===== src/rtl/gpu_pkg.sv =====
// Shared types and Avalon-MM widths for the GPU memory path.
// Holds the arbiter state encoding used by gpu_mem_arbiter.
package gpu;

    localparam int AV_ADDR_BITS = 32;
    localparam int AV_DATA_BITS = 8;

    typedef enum logic [1:0] {
        IDLE  = 2'd0,
        ISSUE = 2'd1,
        RWAIT = 2'd2
    } arb_state_e;

endpackage


===== src/rtl/gpu_rr_pick.sv =====
// Round-robin selector: returns the first pending slot strictly after ptr,
// wrapping modulo NUM_REQ. Purely combinational.
module gpu_rr_pick #(
    parameter int NUM_REQ  = 4,
    parameter int REQ_BITS = (NUM_REQ > 1) ? $clog2(NUM_REQ) : 1
) (
    input  logic [NUM_REQ-1:0]  pending,
    input  logic [REQ_BITS-1:0] ptr,
    output logic                found,
    output logic [REQ_BITS-1:0] idx
);

    int                  cand_int;
    logic [REQ_BITS-1:0] cand_idx;

    // Scan offsets from farthest to nearest so the nearest pending slot wins.
    always_comb begin
        found    = 1'b0;
        idx      = '0;
        cand_int = 0;
        cand_idx = '0;
        for (int k = NUM_REQ; k >= 1; k--) begin
            cand_int = (int'(ptr) + k) % NUM_REQ;
            cand_idx = REQ_BITS'(cand_int);
            if (pending[cand_idx]) begin
                found = 1'b1;
                idx   = cand_idx;
            end
        end
    end

endmodule


===== src/rtl/gpu_mem_arbiter.sv =====
// Round-robin arbiter sharing one Avalon-MM byte master between NUM_REQ
// gpu_controller requesters. One downstream transaction at a time; the
// owner's command is latched at grant and completion is routed to it only.
// Optional read watchdog: define GPU_ARB_READ_TIMEOUT_EN.
module gpu_mem_arbiter
    import gpu::*;
#(
    parameter int NUM_REQ  = 4,
    parameter int REQ_BITS = (NUM_REQ > 1) ? $clog2(NUM_REQ) : 1,
    parameter int TIMEOUT  = 255
) (
    input  logic                             clock,
    input  logic                             reset,
    input  logic [AV_ADDR_BITS*NUM_REQ-1:0]  s_address,
    input  logic [AV_DATA_BITS*NUM_REQ-1:0]  s_writedata,
    input  logic [NUM_REQ-1:0]               s_write,
    input  logic [NUM_REQ-1:0]               s_read,
    output logic [NUM_REQ-1:0]               s_waitrequest,
    output logic [AV_DATA_BITS*NUM_REQ-1:0]  s_readdata,
    output logic [NUM_REQ-1:0]               s_readdatavalid,
    output logic [AV_ADDR_BITS-1:0]          m_address,
    output logic [AV_DATA_BITS-1:0]          m_writedata,
    output logic                             m_write,
    output logic                             m_read,
    input  logic                             m_waitrequest,
    input  logic [AV_DATA_BITS-1:0]          m_readdata,
    input  logic                             m_readdatavalid,
    output logic [REQ_BITS-1:0]              grant_idx,
    output logic                             busy,
    output logic                             timeout_err
);

    arb_state_e                state_q, state_d;
    logic [REQ_BITS-1:0]       ptr_q, ptr_d;
    logic [REQ_BITS-1:0]       grant_q, grant_d;
    logic [AV_ADDR_BITS-1:0]   cmd_addr_q, cmd_addr_d;
    logic [AV_DATA_BITS-1:0]   cmd_data_q, cmd_data_d;
    logic                      cmd_read_q, cmd_read_d;

    logic                      complete;
    logic [AV_DATA_BITS-1:0]   rd_data;

    logic [NUM_REQ-1:0]        pending;
    logic [AV_ADDR_BITS-1:0]   slot_addr  [NUM_REQ];
    logic [AV_DATA_BITS-1:0]   slot_wdata [NUM_REQ];
    logic                      pick_found;
    logic [REQ_BITS-1:0]       pick_idx;

    // Unflatten requester buses and route completion back to the owner only.
    generate
        for (genvar gi = 0; gi < NUM_REQ; gi++) begin : g_slot
            logic owner;
            assign slot_addr[gi]  = s_address[gi*AV_ADDR_BITS +: AV_ADDR_BITS];
            assign slot_wdata[gi] = s_writedata[gi*AV_DATA_BITS +: AV_DATA_BITS];
            // A simultaneous read+write is still a single pending access.
            assign pending[gi]    = s_read[gi] | s_write[gi];
            assign owner          = (grant_q == REQ_BITS'(gi));
            assign s_waitrequest[gi]   = ~(complete & owner);
            assign s_readdatavalid[gi] = complete & owner & cmd_read_q;
            assign s_readdata[gi*AV_DATA_BITS +: AV_DATA_BITS] =
                (complete & owner & cmd_read_q) ? rd_data : '0;
        end
    endgenerate

    gpu_rr_pick #(
        .NUM_REQ  (NUM_REQ),
        .REQ_BITS (REQ_BITS)
    ) u_pick (
        .pending (pending),
        .ptr     (ptr_q),
        .found   (pick_found),
        .idx     (pick_idx)
    );

`ifdef GPU_ARB_READ_TIMEOUT_EN
    localparam int CNT_BITS = ($clog2(TIMEOUT + 1) > 8) ? $clog2(TIMEOUT + 1) : 8;
    logic [CNT_BITS-1:0] cnt_q, cnt_d;
    logic                timeout_err_q, timeout_err_d;
    assign timeout_err = timeout_err_q;
`else
    // Without the watchdog a read in RWAIT waits forever and TIMEOUT is inert.
    localparam bit TIMEOUT_INERT = (TIMEOUT != 0);
    assign timeout_err = TIMEOUT_INERT & 1'b0;
`endif

    // Next-state, grant latch and completion detection.
    always_comb begin
        state_d    = state_q;
        ptr_d      = ptr_q;
        grant_d    = grant_q;
        cmd_addr_d = cmd_addr_q;
        cmd_data_d = cmd_data_q;
        cmd_read_d = cmd_read_q;
        complete   = 1'b0;
        rd_data    = m_readdata;
`ifdef GPU_ARB_READ_TIMEOUT_EN
        cnt_d         = cnt_q;
        timeout_err_d = timeout_err_q;
`endif
        case (state_q)
            IDLE: begin
                if (pick_found) begin
                    grant_d    = pick_idx;
                    cmd_addr_d = slot_addr[pick_idx];
                    cmd_data_d = slot_wdata[pick_idx];
                    cmd_read_d = s_read[pick_idx];
                    state_d    = ISSUE;
                end
            end
            ISSUE: begin
                if (!m_waitrequest) begin
                    if (!cmd_read_q || m_readdatavalid) begin
                        complete = 1'b1;
                        state_d  = IDLE;
                    end else begin
                        state_d = RWAIT;
`ifdef GPU_ARB_READ_TIMEOUT_EN
                        cnt_d   = '0;
`endif
                    end
                end
            end
            RWAIT: begin
                if (m_readdatavalid) begin
                    complete = 1'b1;
                    state_d  = IDLE;
                end
`ifdef GPU_ARB_READ_TIMEOUT_EN
                else if (cnt_q + CNT_BITS'(1) == CNT_BITS'(TIMEOUT)) begin
                    complete      = 1'b1;
                    rd_data       = '0;
                    timeout_err_d = 1'b1;
                    state_d       = IDLE;
                end else begin
                    cnt_d = cnt_q + CNT_BITS'(1);
                end
`endif
            end
            default: state_d = IDLE;
        endcase
        if (complete) begin
            ptr_d = grant_q;
        end
    end

    // State and command registers; reset favours slot 0 next.
    always_ff @(posedge clock) begin
        if (reset) begin
            state_q    <= IDLE;
            ptr_q      <= REQ_BITS'(NUM_REQ - 1);
            grant_q    <= '0;
            cmd_addr_q <= '0;
            cmd_data_q <= '0;
            cmd_read_q <= 1'b0;
        end else begin
            state_q    <= state_d;
            ptr_q      <= ptr_d;
            grant_q    <= grant_d;
            cmd_addr_q <= cmd_addr_d;
            cmd_data_q <= cmd_data_d;
            cmd_read_q <= cmd_read_d;
        end
    end

`ifdef GPU_ARB_READ_TIMEOUT_EN
    // Watchdog counter and sticky error flag.
    always_ff @(posedge clock) begin
        if (reset) begin
            cnt_q         <= '0;
            timeout_err_q <= 1'b0;
        end else begin
            cnt_q         <= cnt_d;
            timeout_err_q <= timeout_err_d;
        end
    end
`endif

    // Downstream command comes only from the latched command and the state.
    always_comb begin
        m_read      = (state_q == ISSUE) &  cmd_read_q;
        m_write     = (state_q == ISSUE) & ~cmd_read_q;
        m_address   = (state_q == ISSUE) ? cmd_addr_q : '0;
        m_writedata = (state_q == ISSUE) ? cmd_data_q : '0;
    end

    assign grant_idx = grant_q;
    assign busy      = (state_q != IDLE);

endmodule


===== config.mk =====
export PLATFORM = sky130hd
export DESIGN_NAME = gpu_mem_arbiter
export DESIGN_NICKNAME = d
export VERILOG_FILES = /design/src/rtl/gpu_pkg.sv /design/src/rtl/gpu_rr_pick.sv /design/src/rtl/gpu_mem_arbiter.sv
export SDC_FILE = /design/constraint.sdc
export NUM_CORES = 1
export LEC_CHECK = 0
export ABC_AREA = 1
export ABC_CLOCK_PERIOD_IN_PS = 1600
export BUFFER_PORTS_ARGS = -buffer_cell sky130_fd_sc_hd__buf_2
export CAP_MARGIN = 25
export CORE_UTILIZATION = 35
export DETAILED_ROUTE_END_ITERATION = 7
export GPL_TIMING_DRIVEN = 0
export HOLD_SLACK_MARGIN = 0.08
export MAX_ROUTING_LAYER = met4
export PLACE_DENSITY = 0.71
export SLEW_MARGIN = 30
export SYNTH_ARGS = -nofsm -noshare
export SYNTH_HDL_FRONTEND = slang
export SYNTH_SLANG_ARGS = --single-unit

===== constraint.sdc =====
create_clock -name clock -period 1.6 [get_ports clock]
set_input_delay 0 -clock clock [delete_from_list [all_inputs] [get_ports clock]]
set_output_delay 0 -clock clock [all_outputs]
set_load 0.05 [all_outputs]

After elaboration in Yosys (flattened, before gate mapping)
Cells that the tools add are included.
{"block": "totals", "ff_bits": 47, "in_bits": 180, "out_inout_bits": 86, "elab_cells": 90}
{"block": "classes", "add_sub_neg": 4, "order_cmp": 6, "n_eq_ne": 8, "n_mux": 39, "n_bitwise": 20, "n_reduce_logical": 7}
{"op": "$mux 32", "n": 3}
{"op": "$bmux 32 s2", "n": 1}
{"op": "$mux 8", "n": 7}
{"op": "$bmux 8 s2", "n": 1}
{"op": "$mux 2", "n": 8}
{"op": "$lt 2x3->1 const B", "n": 5}
{"op": "$mux 1", "n": 12}
{"op": "$and 1x1->1", "n": 10}
{"op": "$bmux 1 s2", "n": 5}
{"op": "$eq 2x2->1 const B", "n": 3}
{"op": "$ne 2x2->1 const B", "n": 3}
{"op": "$pmux 2 s3", "n": 1}
{"op": "$not 1->1", "n": 5}
{"op": "$add 2x1->2 const B", "n": 2}
{"op": "$add 2x2->2 const B", "n": 2}
{"op": "$eq 2x1->1 const B", "n": 2}
{"op": "$logic_not 2->1", "n": 2}
{"op": "$or 1x1->1", "n": 4}
{"op": "$ge 3x3->1 const B", "n": 1}
{"op": "$not 2->3", "n": 1}
{"op": "$reduce_and 3->1", "n": 1}
{"op": "$pmux 1 s2", "n": 1}
{"op": "$reduce_and 2->1", "n": 1}
{"op": "$reduce_bool 2->1", "n": 1}
{"op": "2 further kinds", "n": 2}

Longest topological paths before layout
Gate-level depths: netlist of run 1.
{"block": "depth", "ltp_word": 11, "mapped_depth": 17}

Hierarchy
From an unflattened synthesis of run 1, not the netlist that was laid out.
{"block": "unflattened", "hier_cells": 952, "area_unflattened_um2": 4784.6}
{"module": "gpu_mem_arbiter", "n_inst": 1, "cells_per_inst": 901, "area_per_inst_um2": 4538.1}
{"module": "gpu_rr_pick", "n_inst": 1, "cells_per_inst": 51, "area_per_inst_um2": 246.5}

Worst setup path before layout of run 1
Ideal clock, no wire load.
{"block": "synth_timing", "path_type": "reg-to-output", "start": "register state_q[1]", "end": "output s_readdata[16]", "arrival_ns": 3.420, "slack_ns": -1.820, "path_stages_with_launch": 12, "n_path_buf": 1, "path_cell_list": "dfxtp_1 > inv_1 > ha_1 > clkbuf_1 > inv_1 > o21ai_0 > nand3_1 > inv_1 > nand3_1 > nor2_1 > inv_1 > nor2_1"}
{"block": "synth_via", "elab_chain_len": 5}
{"element": "start, declared", "line_no": "gpu_mem_arbiter.sv:33", "text": "arb_state_e state_q, state_d;"}
{"element": "start signal, assigned", "line_no": "gpu_mem_arbiter.sv:156", "text": "state_q <= state_d;"}
{"element": "$eq 2x2->1 or $eq 2x1->1 (tied branches)", "line_no": "gpu_mem_arbiter.sv:100", "text": "case (state_q)"}
{"element": "$pmux 1 s2 *", "line_no": "gpu_mem_arbiter.sv:100"}
{"element": "$and 1x1->1 * (2 in series)"}
{"element": "net s_readdatavalid[2]", "line_no": "gpu_mem_arbiter.sv:20", "text": "output logic [NUM_REQ-1:0] s_readdatavalid,"}
{"element": "$mux 8 *", "line_no": "gpu_mem_arbiter.sv:61", "text": "(complete & owner & cmd_read_q) ? rd_data : '0;"}
{"element": "end, declared", "line_no": "gpu_mem_arbiter.sv:19", "text": "output logic [AV_DATA_BITS*NUM_REQ-1:0] s_readdata,"}
Mark *: on every way through the listed nets, which the timed path passes. The rest lies on a longest branch.

Worst setup path in the final report of run 1
{"block": "layout_timing", "start": "register ptr_q[0]", "end": "register cmd_data_q[0]"}
{"block": "layout_via", "elab_chain_len": 11}
{"element": "start, declared", "line_no": "gpu_mem_arbiter.sv:34", "text": "logic [REQ_BITS-1:0] ptr_q, ptr_d;"}
{"element": "start signal, assigned", "line_no": "gpu_mem_arbiter.sv:150", "text": "ptr_q <= REQ_BITS'(NUM_REQ - 1);"}
{"element": "start signal, assigned", "line_no": "gpu_mem_arbiter.sv:157", "text": "ptr_q <= ptr_d;"}
{"element": "$add 2x1->2", "line_no": "gpu_rr_pick.sv:23", "text": "cand_int = (int'(ptr) + k) % NUM_REQ;"}
{"element": "$bmux 1 s2", "line_no": "gpu_rr_pick.sv:25", "text": "if (pending[cand_idx]) begin"}
{"element": "$mux 1 (not written as such)", "line_no": "gpu_rr_pick.sv:25"}
{"element": "$mux 2 (4 in series)", "line_no": "gpu_rr_pick.sv:25"}
{"element": "$not 2->3 (not written as such)", "line_no": "gpu_mem_arbiter.sv:105", "text": "cmd_data_d = slot_wdata[pick_idx];"}
{"element": "$bmux 8 s2", "line_no": "gpu_mem_arbiter.sv:105"}
{"element": "$mux 8 (not written as such) (2 in series)", "line_no": "gpu_mem_arbiter.sv:105"}
{"element": "end signal, assigned", "line_no": "gpu_mem_arbiter.sv:160", "text": "cmd_data_q <= cmd_data_d;"}
{"element": "end, declared", "line_no": "gpu_mem_arbiter.sv:37", "text": "logic [AV_DATA_BITS-1:0] cmd_data_q, cmd_data_d;"}
Several ways; a longest one is shown, not always the timed one. The select of a mux whose other input is x is not followed.
A chain may end at the register's enable or synchronous reset.

==> flow_summary.yaml, run 1 <==
status:
  status: "complete, but fails checks"
  violations: "negative setup slack"
floorplan:
  dieArea_um2: 12840
  start_util: 0.3596
  num_rows: 40
  die_h_um: 113.3
  pin_count: 266
  die_x_um: 113.3
  core_area_um2: 12060
pwr:
  power.density_nw_per_um2: 1172
  p_int_mw: 5.918
  switchingPower_mw: 6.135
  seqPwrFrac: 0.151
  peakVddDrop_v: 0.0008643
  p_leak_nw: 5.681
  switching_share: 0.5090
  power_frac_comb: 0.755
  total_power_mw: 12.05
  p_clk_frac: 0.094
worst_setup_path:
  worstSetupStartpointType: "flip-flop"
  path_max_fanout: 10
  path_class: "flip-flop to flip-flop"
  crit_path_end_kind: "flip-flop"
  ff2ff_setup_slack_ns: -0.47
  regToRegStartpoint: "ptr_q[0]"
  cp.arrival_ns: 2.25
  critPathRequiredTime_ns: 1.79
  r2r_cells: 15
  r2r_end: "cmd_data_q[0]"
worst_hold_path:
  whs_endpoint: "cmd_data_q[2]"
  hp-class: "primary input to flip-flop"
  worstHoldStart: "s_writedata[18]"
  min_delay_path_depth: 5
timing:
  fmax_mhz: 483.4
  worst_slack_ns: -0.4686
  whs_ns: 0.06703
  hold_viol_final: 0
  rsz0062_at_grt: "yes"
  finalCritPeriodShare: 1.293
  fin_crit_ns: 2.069
  maxSlewViolCount: 0
  worst_pin_slew_ns: 0.5760
  maxSlewHeadroom: 0.6160
  fin_worst_skew_ns: 0.01189
  setup_viol: 81
route:
  viasPerCell: 5.399
  postRouteAntennaNets: 0
  drt_iter0_markers: 605
  wl_mm: 27.73
  drtPass1Iterations: 5
  drc_errors: 0
  dr_total_vias: 7564
  wire_per_inst_um: 19.79
cts:
  h-tree-depth: 2
  cts_buffers: 5
  clk_pin_slew_worst_paths_ns: 0.07
  clockBufferDepth: 2
  clock_sink_count: 47
  cts-root-buf: "clkbuf_16"
  clock_latency_ns: 0.29
  tritoncts: "done"
grt:
  grt_pass1_wl_mm: 35.89
  antenna_found_initial: 1
  groute.usage.overall: 0.3723
  grt-ovfl-total: 0
  grt_pass1_vias: 7174
  grt_max_degree: 16
yosys:
  synthCells: 829
  yosysWarnings: 0
  syn_nets: 1012
  ys_ff_latch: 47
  yosys.cell_types.count: 25
  avgSynthCellArea_um2: 5.233
  yosysSeqAreaShare: 0.2169
  synth_area_um2: 4338
place:
  dp_hpwl_mm: 13.19
  gp_congestion: 0.8846
  placed_cells: 1261
  dpl_cell_area_um2: 6382
  port_buffers: 264
run:
  cap_violations: 0
final_layout:
  final_cell_area_um2: 10280
  drive_above_1_share: 0.5875
  final_cells: 1401
  fin_nets: 1411
  syn2layout_area_growth_pct: 137.0
  fillCellCount: 672
-- power by group through the flow --
stage,sequential [mW],combinational [mW],clock (mW)
finish,1.82,9.10,1.13
global route,1.84,9.58,1.18
CTS,1.76,7.52,1.11
detailed placement,1.77,4.86,0
global placement,1.76,4.83,0
floorplan,1.77,3.58,0
-- stage by stage --
| step | worst slack [ns] | TNS, ns | util |
|---|---|---|---|
| after global routing | -0.5990 | -37.93 | 0.8518 |
| after CTS | -0.4159 | -26.47 | 0.7648 |
| after floorplan | -0.8491 | -28.53 | - |
| final | -0.4686 | -30.16 | 0.8524 |
| after global placement | -0.5826 | -34.33 | 0.5291 |
| after detailed placement | -0.5944 | -35.56 | 0.5291 |
-- per-layer routing --
metal  global-route usage  vias up  wire (um)
met5                    -        -          0
met4               0.2114        0       2330
met1               0.4050     3447       9232
met3              0.07070      226       2582
met2               0.6368      624      13580
li1                     -     3267          -
-- worst max-delay path, cell delays in order, from the launching register on --
cell and delay, ns:
dfxtp_4 0.43, clkinv_8 0.12, nand2_4 0.08, nand2_4 0.06, nand3_2 0.09, nand2_4 0.07
nor2_2 0.15, nand2_4 0.07, nand2_4 0.09, buf_12 0.14, inv_6 0.06, buf_6 0.14
nor2_1 0.19, nor2_1 0.10, nand2_1 0.11, nor2_1 0.05
-- how the worst max path moves through the flow --
stage	cells past startpoint	start	slack, ns	to
floorplan	11	state_q[1]	-0.85	s_readdata[16]
global placement	12	state_q[1]	-0.58	s_readdata[3]
detailed placement	12	state_q[1]	-0.59	s_readdata[3]
CTS	11	state_q[1]	-0.42	s_readdata[24]
global route	15	ptr_q[0]	-0.60	cmd_addr_q[13]
finish	15	ptr_q[0]	-0.47	cmd_data_q[0]
-- registers in the layout, indices dropped and copies added (netlist names) --
signal      count
cmd_addr_q     32
cmd_data_q      8
grant_idx       2
ptr_q           2
state_q         2
cmd_read_q      1
-- synthesized netlist by cell type, drive strengths merged --
master | count | share of area
clkbuf | 12 | 0.010
clkinv | 1 | 0.00086
nand3 | 148 | 0.17
a21oi | 25 | 0.031
nor2 | 113 | 0.10
conb | 1 | 0.00086
a22oi | 1 | 0.0017
buf | 32 | 0.059
a211oi | 1 | 0.0017
nand2 | 247 | 0.22
o21ai | 7 | 0.0081
dfxtp | 47 | 0.22
inv | 191 | 0.17
ha | 3 | 0.0087
-- layout by cell type, fill, tap and decap left out, types with 5 or more instances in the layout --
cell type	instances
a21oi_1	6
nor2_4	38
buf_12	23
nand3_4	28
inv_4	6
a21oi_2	17
inv_1	173
dfxtp_1	42
buf_8	37
buf_6	45
buf_2	194
clkinvlp_4	5
inv_2	5
clkbuf_4	8
nand3_2	101
nand2_8	7
nor2_1	71
nand2_2	66
nand2_1	118
clkbuf_16	10
nand2_4	56
buf_4	49
nand3_1	19
dlygate4sd3_1	67
-- cell type report --
type	instances	area [um^2]	share of cell area
Buffer	40	528.0	0.05136
Tap cell	168	210.2	0.02045
Multi-Input combinational cell	546	4328	0.4210
Timing Repair Buffer	396	3314	0.3224
Antenna cell	4	10.01	0.0009736
Clock buffer	6	138.9	0.01351
Inverter	192	780.7	0.07594
Sequential cell	47	954.7	0.09286
Clock inverter	2	16.27	0.001582
-- cells by family after synthesis --
| kind of cell | share of synthesized area |
|---|---|
| AOI/OAI and AO/OA | 0.04298 |
| adders and majority gates | 0.008654 |
| buffers and inverters | 0.2377 |
| DFF | 0.2169 |
| other | 0.0008645 |
| and+or+nand+nor | 0.4929 |
-- repair_timing --
item	4_1_cts	5_1_grt
endpoints found under the setup margin	125	124
hold buffers	67	0
gates cloned	16	3
pin swaps	99	93
resized for setup	339	301
setup buffers	45	13
hold endpoints to repair	18	0
(Power assumes the default switching activity.)
==> run 2: changes to the inputs <==
--- a/config.mk
+++ b/config.mk
@@ -14,7 +14,7 @@
 export GPL_TIMING_DRIVEN = 0
 export HOLD_SLACK_MARGIN = 0.08
 export MAX_ROUTING_LAYER = met4
-export PLACE_DENSITY = 0.71
+export PLACE_DENSITY = 0.67
 export SLEW_MARGIN = 30
 export SYNTH_ARGS = -nofsm -noshare
 export SYNTH_HDL_FRONTEND = slang
==> flow_summary.yaml, run 2 (synthesis results as in run 1) <==
worst_setup_path:
  crit_path_end_kind: "output port"
  cp.arrival_ns: 2.08
  worstSetupStartpointType: "flip-flop"
  critPathRequiredTime_ns: 1.60
  path_class: "flip-flop to output port"
  path_max_fanout: 8
cts:
  clock_sink_count: 47
  cts-root-buf: "clkbuf_16"
  tritoncts: "done"
  clk_pin_slew_worst_paths_ns: 0.07
  cts_buffers: 5
  clock_latency_ns: 0.29
  clockBufferDepth: 2
  h-tree-depth: 2
timing:
  worst_slack_ns: -0.4848
  whs_ns: 0.08331
  hold_viol_final: 0
  setup_viol: 80
  worst_pin_slew_ns: 0.5909
  maxSlewViolCount: 0
  rsz0062_at_grt: "yes"
  maxSlewHeadroom: 0.6061
  fin_worst_skew_ns: 0.005756
  fin_crit_ns: 2.085
  finalCritPeriodShare: 1.303
  fmax_mhz: 479.7
final_layout:
  syn2layout_area_growth_pct: 121.5
  fillCellCount: 816
  largest_reg_flops: 32
  final_common_cell: "buf_2"
  multi_input_area_um2: 3626
  seqCellArea_um2: 952.2
  top_register: "cmd_addr_q"
  drive_above_1_share: 0.5045
  fin_nets: 1409
  largestRegisters: "cmd_addr_q: 32 flops, cmd_data_q: 8 flops"
  final_cells: 1397
  layout_common_cells: "186 x buf_2, 176 x inv_1, 165 x nand2_1, 71 x nor2_1"
status:
  violations: "negative setup slack"
  status: "complete, but fails checks"
route:
  viasPerCell: 4.927
  wire_per_inst_um: 16.30
  postRouteAntennaNets: 0
  drc_errors: 0
  drtPass1Iterations: 8
  wl_mm: 22.77
  drt_iter0_markers: 442
  dr_total_vias: 6883
floorplan:
  start_util: 0.3596
  num_rows: 40
  die_x_um: 113.3
  dieArea_um2: 12840
  pin_count: 266
  core_area_um2: 12060
  die_h_um: 113.3
grt:
  grt_pass1_wl_mm: 34.13
  grt_pass1_vias: 6933
  groute.usage.overall: 0.3501
  grt_max_degree: 13
  grt-ovfl-total: 0
  antenna_found_initial: 4
run:
  cap_violations: 0
place:
  dp_worst_setup_slack_ns: -0.6236
  placed_cells: 1261
  port_buffers: 264
  dp_hpwl_mm: 13.10
  gp_congestion: 0.8630
pwr:
  power.density_nw_per_um2: 1154
  peakVddDrop_v: 0.0007073
  p_leak_nw: 5.460
worst_hold_path:
  hp-class: "primary input to flip-flop"
[run 2: layout make-up]
cell class                 count  share of cell area
sequential                    47             0.09910
clock buffer                   6             0.01341
inverter                     192             0.08048
buffer                        42             0.05587
antenna                        4            0.001042
multi-input combinational    546              0.3774
timing repair buffer         392              0.3508
tap                          168             0.02188
[run 2: critical path, cell delays in order, from the launching register on]
cell	delay, ns
dfxtp_2	0.33
inv_2	0.05
buf_6	0.12
ha_4	0.26
nand3_4	0.10
nor2_4	0.16
nand2_4	0.08
nor2_4	0.13
clkinvlp_4	0.12
buf_12	0.16
nor2_4	0.12
buf_8	0.16
[run 2: per-layer routing]
metal  routed length (um)  vias to the layer above  track usage  part of all wire
met2                11740                      402       0.6045              0.52
met5                    0                        -            -                 0
met4                  988                        0       0.1754             0.043
met1                 8492                     3131       0.3823              0.37
li1                     -                     3260            -                 -
met3                 1550                       90      0.07070             0.068
[run 2: path summary, 6_finish.rpt]
kind	slack [ns]	end	startpoint	cells after the start
worst max-delay path	-0.48	s_readdata[9]	state_q[1]	11
worst min-delay path	0.08	cmd_data_q[1]	s_writedata[17]	5
worst max register to register	-0.41	cmd_addr_q[31]	ptr_q[0]	15
worst min register to register	0.56	cmd_addr_q[1]	cmd_addr_q[1]	4
[run 2: repair_timing]
item                       4_1_cts  5_1_grt
buffers inserted                41       13
pin swaps                       62       28
setup endpoints to repair      125      122
hold buffers                    61        0
hold endpoints to repair        17        0
gates cloned                    15        3
resized for setup              326      185
[run 2: power by group]
part           switching [mW]  internal [mW]
logic                    4.59           3.69
registers               0.240           1.55
clock network           0.455          0.564
total                    5.29           5.80
[run 2: per-stage QoR]
stage / utilization / area (um^2) / power (mW) / TNS [ns]
6_report: 0.7966 / 9608 / 11.08 / -29.66
5_1_grt: 0.7966 / 9608 / 11.67 / -36.68
4_1_cts: 0.7425 / 8956 / 10.23 / -27.19
3_5_place_dp: 0.5291 / 6382 / 6.620 / -34.73
3_3_place_gp: 0.5291 / 6382 / 6.589 / -32.67
2_1_floorplan: - / 4851 / 5.344 / -28.53
==> run 3: changes to the inputs <==
--- a/config.mk
+++ b/config.mk
@@ -10,6 +10,7 @@
 export BUFFER_PORTS_ARGS = -buffer_cell sky130_fd_sc_hd__buf_2
 export CAP_MARGIN = 25
 export CORE_UTILIZATION = 35
+export CTS_BUF_LIST = sky130_fd_sc_hd__clkbuf_16
 export DETAILED_ROUTE_END_ITERATION = 7
 export GPL_TIMING_DRIVEN = 0
 export HOLD_SLACK_MARGIN = 0.08
==> flow_summary.yaml, run 3 (synthesis results as in run 1) <==
cts:
  clk_pin_slew_worst_paths_ns: 0.07
  tritoncts: "done"
  h-tree-depth: 2
  clock_sink_count: 47
  clock_latency_ns: 0.28
  cts-root-buf: "clkbuf_16"
  cts_buffers: 5
  clockBufferDepth: 2
grt:
  top_usage_layer: "met2"
  grt_pass1_wl_mm: 34.13
  use_met2: 0.6045
  groute.usage.overall: 0.3501
  use_met3: 0.07070
  antenna_found_initial: 4
  grt_pass1_vias: 6933
  grt_max_degree: 13
  grt_util_met1: 0.3823
  grt-ovfl-total: 0
route:
  wl_mm: 22.73
  wire_per_inst_um: 16.27
  viasPerCell: 4.942
  drtPass1Iterations: 5
  dr_total_vias: 6904
  drt_iter0_markers: 444
  drc_errors: 0
  postRouteAntennaNets: 0
timing:
  hold_viol_final: 0
  setup_tns_ns: -29.68
  finalCritPeriodShare: 1.303
  fin_worst_skew_ns: 0.004207
  worst_pin_slew_ns: 0.5911
  maxSlewViolCount: 0
  setup_viol: 80
  rsz0062_at_grt: "yes"
  fin_crit_ns: 2.085
  maxSlewHeadroom: 0.6059
  whs_ns: 0.08498
  fmax_mhz: 479.7
  worst_slack_ns: -0.4848
place:
  dpl_cell_area_um2: 6382
  gp_congestion: 0.8630
  port_buffers: 264
  dp_hpwl_mm: 13.10
pwr:
  power.density_nw_per_um2: 1152
  switchingPower_mw: 5.278
  total_power_mw: 11.07
  p_int_mw: 5.790
  p_clk_frac: 0.091
  seqPwrFrac: 0.161
  switching_share: 0.4769
  peakVddDrop_v: 0.0007064
  p_leak_nw: 5.464
  power_frac_comb: 0.747
floorplan:
  core_area_um2: 12060
  pin_count: 266
  num_rows: 40
  die_x_um: 113.3
  die_h_um: 113.3
  dieArea_um2: 12840
  start_util: 0.3596
worst_setup_path:
  worstSetupStartpointType: "flip-flop"
  cp.arrival_ns: 2.08
  crit_path_end_kind: "output port"
  path_max_fanout: 8
  path_class: "flip-flop to output port"
  crit_path_cell_trace: "inv_2, buf_6, ha_4, nand3_4, nor2_4, nand2_4, nor2_4, clkinvlp_4, buf_12, nor2_4, buf_8"
  crit_top_cell: "nor2_4"
  critPathMaxStageDelay_ns: 0.33
  critPathRequiredTime_ns: 1.60
  crit_slowest_cell: "dfxtp_2"
final_layout:
  fin_nets: 1409
  final_common_cell: "buf_2"
  syn2layout_area_growth_pct: 121.5
  largest_reg_flops: 32
  largestRegisters: "cmd_addr_q: 32 flops, cmd_data_q: 8 flops"
  final_cell_area_um2: 9608
  layout_common_cells: "186 x buf_2, 177 x inv_1, 165 x nand2_1, 71 x nor2_1"
  top_register: "cmd_addr_q"
  drive_above_1_share: 0.5045
run:
  cap_violations: 0
status:
  status: "complete, but fails checks"
  violations: "negative setup slack"
worst_hold_path:
  hp-class: "primary input to flip-flop"
[run 3: changes by cell type in the layout (fill, tap and decap cells not counted), sizes merged]
cell | previous run | this run
clkbuf | 20 | 19
inv | 187 | 188
[run 3: path summary, 6_finish.rpt]
path | startpoint | to | slack [ns] | cells after the start
max | state_q[1] | s_readdata[9] | -0.48 | 11
min | s_writedata[17] | cmd_data_q[1] | 0.08 | 5
max reg2reg | ptr_q[0] | cmd_addr_q[31] | -0.41 | 15
min reg2reg | cmd_addr_q[1] | cmd_addr_q[1] | 0.56 | 4
[run 3: metrics by stage]
| step | std cells | util | worst slack (ns) |
|---|---|---|---|
| 2_1_floorplan | 829 | - | -0.8491 |
| 6_report | 1397 | 0.7966 | -0.4848 |
| 5_1_grt | 1397 | 0.7966 | -0.5572 |
| 3_5_place_dp | 1261 | 0.5291 | -0.6236 |
| 4_1_cts | 1381 | 0.7425 | -0.4178 |
| 3_3_place_gp | 1261 | 0.5291 | -0.5977 |
[run 3: area by class of cell]
type | instances | area (um^2)
Antenna cell | 4 | 10.01
Multi-Input combinational cell | 546 | 3626
Clock buffer | 5 | 125.1
Tap cell | 168 | 210.2
Fill cell | 816 | 2454
Sequential cell | 47 | 952.2
Inverter | 192 | 773.2
Buffer | 42 | 536.8
Clock inverter | 1 | 3.754
Timing Repair Buffer | 392 | 3371
[run 3: power groups by stage]
stage          combinational, mW  clock (mW)  sequential, mW
6_report                    8.27        1.01            1.79
5_1_grt                     8.77        1.06            1.83
3_3_place_gp                4.82           0            1.77
3_5_place_dp                4.85           0            1.76
4_1_cts                     7.45        1.01            1.76
2_1_floorplan               3.58           0            1.77
[run 3: worst max-delay path, delay by kind of cell, from the launching register on]
family                   cells  cell delay, ns
buffers and inverters        5            0.61
AND/OR/NAND/NOR              5            0.59
flip-flops                   1            0.33
adder cells (fa/ha/maj)      1            0.26
[run 3: layer usage]
layer	vias up	share of wire
li1	3260	-
met1	3147	0.37
met2	410	0.51
met3	87	0.068
met4	0	0.044
met5	-	0
[run 3: repair_timing]
action / CTS / global route
setup endpoints to repair: 125 / 122
setup buffers: 41 / 13
pin swaps: 62 / 28
endpoints found under the hold margin: 17 / 0
resized for setup: 326 / 185
gates cloned: 15 / 3
hold buffers: 61 / 0
